--- src/rtl/pulse_shaper.sv ---
// pulse_shaper: turns short internal event requests into slow, clean external
// pulses with a fixed high time and a fixed minimum low gap. Requests that
// arrive while a pulse is running are counted and replayed back-to-back.
module pulse_shaper #(
    parameter int CNT_W       = 20,
    parameter int HOLD_CYCLES = 1000000,
    parameter int GAP_CYCLES  = 500000,
    parameter int PEND_W      = 2,
    parameter int MAX_PENDING = 3
) (
    input  logic              clk,
    input  logic              reset,
    input  logic              trigger,
    output logic              pulse_out,
    output logic              busy,
    output logic [PEND_W-1:0] pending,
    output logic              overflow,
    output logic [7:0]        pulse_count
);

    typedef enum logic [1:0] {
        IDLE = 2'd0,
        HOLD = 2'd1,
        GAP  = 2'd2
    } state_t;

    // Terminal counts; the counter restarts at 0 on every phase change.
    localparam logic [CNT_W-1:0]  HOLD_LAST = CNT_W'(HOLD_CYCLES - 1);
    localparam logic [CNT_W-1:0]  GAP_LAST  = CNT_W'(GAP_CYCLES - 1);
    localparam logic [PEND_W-1:0] PEND_MAX  = PEND_W'(MAX_PENDING);

    state_t           state;
    logic [CNT_W-1:0] cnt;
    logic             trig_prev;
    logic             req;

    // One request per rising edge of trigger; a level only counts once.
    assign req = trigger & ~trig_prev;

    // Pulse sequencer: phase timing, request queueing and all registered outputs.
    always_ff @(posedge clk or negedge reset) begin
        if (!reset) begin
            state       <= IDLE;
            cnt         <= '0;
            trig_prev   <= 1'b0;
            pulse_out   <= 1'b0;
            busy        <= 1'b0;
            pending     <= '0;
            overflow    <= 1'b0;
            pulse_count <= '0;
        end else begin
            trig_prev <= trigger;
            case (state)
                IDLE: begin
                    // An idle request is never queued; it starts the pulse now.
                    if (req) begin
                        state     <= HOLD;
                        pulse_out <= 1'b1;
                        busy      <= 1'b1;
                        cnt       <= '0;
                    end
                end
                HOLD: begin
                    if (cnt == HOLD_LAST) begin
                        state       <= GAP;
                        pulse_out   <= 1'b0;
                        cnt         <= '0;
                        pulse_count <= pulse_count + 8'd1;
                    end else begin
                        cnt <= cnt + CNT_W'(1);
                    end
                    if (req) begin
                        if (pending < PEND_MAX) pending <= pending + PEND_W'(1);
                        else                    overflow <= 1'b1;
                    end
                end
                GAP: begin
                    if (cnt == GAP_LAST) begin
                        if (pending != '0) begin
                            // A request landing on the dequeue cycle replaces the
                            // dequeued slot, so the count holds and nothing drops.
                            if (!req) pending <= pending - PEND_W'(1);
                            state     <= HOLD;
                            pulse_out <= 1'b1;
                            cnt       <= '0;
                        end else if (req) begin
                            state     <= HOLD;
                            pulse_out <= 1'b1;
                            cnt       <= '0;
                        end else begin
                            state <= IDLE;
                            busy  <= 1'b0;
                            cnt   <= '0;
                        end
                    end else begin
                        cnt <= cnt + CNT_W'(1);
                        if (req) begin
                            if (pending < PEND_MAX) pending <= pending + PEND_W'(1);
                            else                    overflow <= 1'b1;
                        end
                    end
                end
                default: begin
                    state     <= IDLE;
                    pulse_out <= 1'b0;
                    busy      <= 1'b0;
                    cnt       <= '0;
                end
            endcase
        end
    end

endmodule
--- config.mk ---
export PLATFORM = sky130hd
export DESIGN_NAME = pulse_shaper
export DESIGN_NICKNAME = d
export VERILOG_FILES = /design/src/rtl/pulse_shaper.sv
export SDC_FILE = /design/constraint.sdc
export NUM_CORES = 1
export LEC_CHECK = 0
export BUFFER_PORTS_ARGS = -buffer_cell sky130_fd_sc_hd__buf_2
export CORE_MARGIN = 1
export CORE_UTILIZATION = 50
export CTS_BUF_LIST = sky130_fd_sc_hd__clkbuf_16
export DETAILED_ROUTE_END_ITERATION = 7
export MAX_ROUTING_LAYER = met4
export PLACE_DENSITY = 0.71
export SYNTH_ARGS = -nofsm -noshare
export SYNTH_HDL_FRONTEND = slang
export SYNTH_SLANG_ARGS = --single-unit
--- constraint.sdc ---
create_clock -name clk -period 2 [get_ports clk]
set_input_delay 0.2 -clock clk [delete_from_list [all_inputs] [get_ports clk]]
set_output_delay 0.2 -clock clk [all_outputs]
set_load 0.03 [all_outputs]
==> run metrics <==
DIE AREA ~0.0044 mm2; final setup TNS 0 ns; Remaining Overflow, GRT 0; met3 routed WL about 130 um; worst min-delay path class primary input to asynchronous set/reset pin; area share of the largest cell type after synthesis 0.439; number of global-route vias before repair between 1500 and 2000; # DRC 0; minimum clock period 1.88 ns; relative slew slack 0.488; GRT Total Usage 0.237; worst r2r path cells 5; Period Utilization, post-route 0.939; CP endpoint kind register; clk_skew approximately 0.0059 ns; Core Box Area 0.00380 mm2; CTS clk-pin slew, worst paths roughly 0.050 ns; cell taking the most area after synthesis dfrtp_1; register bit total from synthesis 36; root buf cell clkbuf_16; Longest Clk Path Bufs 2; Post-DRT Antenna Nets 0; Max Cap Viol 0; asr flop ratio synth 1.00; number of nets in the layout approximately 250; layout cells sized above 1 0.170; met2 WL between 1500 and 2000 um; Final setup viols 0; WP data required 2.16 ns; Synth cell types 45; outcome finished with violations; EDFF count, synth 0; worst r2r src cnt[7]$_DFFE_PN0N_; synth top area cells dfrtp_1 44%, xor2_1 6.8%, ha_1 6.1%; Finished Core Util 0.634; Worst Max-Slew Pin Slew approximately 0.77 ns; final hold slack -0.00701 ns; Die Y about 66 um; Top Metal Used met4; Inserted Clock Buffers 5; # placed instances 275; CTS H-tree depth 2; reg-to-reg endpoint state[0]$_DFFE_PN0P_; post-synthesis cell area between 0.002 and 0.0025 mm2; Vias/cell approximately 5.6; router iterations before antenna repair 4; Row Count 22; Worst VDD drop between 600 and 700 uV; Cell Pwr Density 1160 mW/mm2; fmax 532 MHz; post-DR wirelength/cell 14.3 um; IO Pins 16; RSZ-0062 raised after global routing false; global placer's final weighted congestion ~0.75; Max Transition Viols Final 0; ANT cells 0; drt total wl 4040 um; clk sinks 36; routed via count approximately 1600; sequential area share after synthesis 0.439; predominant post-synthesis flop cell dfrtp_1; port bufs 15; Die Span X between 60 and 70 um; Ys Warns 0; DP HPWL ~2900 um; Setup CP Type register to register; largest net degree at the start of global routing 37; syn_area_per_cell slightly below 10 um2; CP Max Fanout 5; failing checks hold timing; Setup Fix Bufs, Post-CTS 0; Initial Utilization 0.541; Clock Latency Late Sink roughly 0.28 ns; final-report hold violation count 7; area grow syn2layout 17.3%; Worst setup SP type register; first-pass GRT wire length between 7000 and 8000 um; TritonCTS clock tree built; met1 wire length between 1500 and 2000 um; Worst Path Arrival between 2 and 2.5 ns; cell count after synthesis 210; Lkg Pwr ~0.0011 uW; initial detailed-routing violation count ~110; initial antenna violation count 0; Non-Filler Instances 283; flop-to-flop setup slack around 0.12 ns; Mapped Nets around 220
[registers in the layout, summed over array words and instances (netlist names)]
signal,flops
pulse_count,8
pending,2
cnt,20
pulse_out,1
state,2
overflow,1
trig_prev,1
busy,1
[cells in the mapped netlist (all sizes together), types with 4 or more instances]
master and instances:
xnor2 9, nor2 29, nor4 4, nand2 16, and3 12, xor2 16
nand4 10, inv 8, ha 10, a21oi 5, nand3 12, dfrtp 36
o21ai 6, a211oi 4
[worst max-delay path, stage by stage, from the launching register on]
cell	delay [ns]
dfrtp_1	0.37
nor4_1	0.25
and4b_2	0.34
nand4_1	0.16
a211oi_2	0.30
mux2_1	0.34
[power breakdown]
group / internal, uW / switching (uW) / total [uW]
Sequential: 813 / 83.0 / 896
Combinational: 394 / 639 / 1030
Clock: 580 / 282 / 862
[final cells by class]
type,count,area (um2)
fill,309,1390
multi-input combinational,160,1110
sequential,36,901
timing repair buffer,23,148
clock buffer,5,125
tap,48,60.1
clock inverter,3,38.8
inverter,8,30.0
[per-stage QoR]
step / setup slack, ns / hold slack (ns) / instance area [um2] / total power [uW]
global placement: 0.139 / 0.328 / 2230 / 1900
floorplan: 0.144 / -0.0956 / 2050 / 1650
finish: 0.121 / -0.00701 / 2410 / 2790
detailed placement: 0.0893 / 0.337 / 2230 / 1910
CTS: 0.0377 / 0.0309 / 2400 / 2800
global route: 0.00393 / 0.0525 / 2410 / 2980
[cell usage in the layout (no fill, tap or decap), types with 3 or more instances in the layout]
master and instances:
a21oi_1 4, and3_1 12, buf_2 15, buf_4 7
clkbuf_16 5, dfrtp_1 36, ha_1 10, inv_1 9
nand2_1 16, nand3_1 11, nand4_1 10, nor2_1 29
nor3_1 3, nor4_1 3, o21ai_0 6, xnor2_1 9
xor2_1 16
[layer usage]
layer / track usage / up-vias
met1: 0.290 / 765
met4: 0.0931 / 0
li1: - / 782
met2: 0.376 / 28
met5: - / -
met3: 0.0586 / 10
[kinds of logic after synthesis]
family	count (synthesis)	share of synthesized area
AO/OA/AOI/OAI	25	0.0999
XOR/XNOR	25	0.107
adder cells (fa/ha/maj)	10	0.0609
buffers and inverters	14	0.0317
flip-flops	36	0.439
multiplexers	1	0.00548
AND/OR/NAND/NOR	99	0.257
[repair_timing]
action                     4_1_cts  5_1_grt
setup endpoints to repair        4       23
hold buffers                     0        0
resized for setup                1        3
pin swaps                        0        1
[worst max-delay path by stage]
stage,start,end,depth (start not counted)
2_1_floorplan,cnt[7]$_DFFE_PN0N_,state[0]$_DFFE_PN0P_,6
3_3_place_gp,cnt[7]$_DFFE_PN0N_,state[0]$_DFFE_PN0P_,5
3_5_place_dp,cnt[5]$_DFFE_PN0N_,state[0]$_DFFE_PN0P_,4
4_1_cts,cnt[10]$_DFFE_PN0N_,state[0]$_DFFE_PN0P_,5
5_1_grt,state[0]$_DFFE_PN0P_,cnt[19]$_DFFE_PN0N_,6
6_report,cnt[7]$_DFFE_PN0N_,state[0]$_DFFE_PN0P_,5
Note: power is estimated with default switching activity, not from simulation.
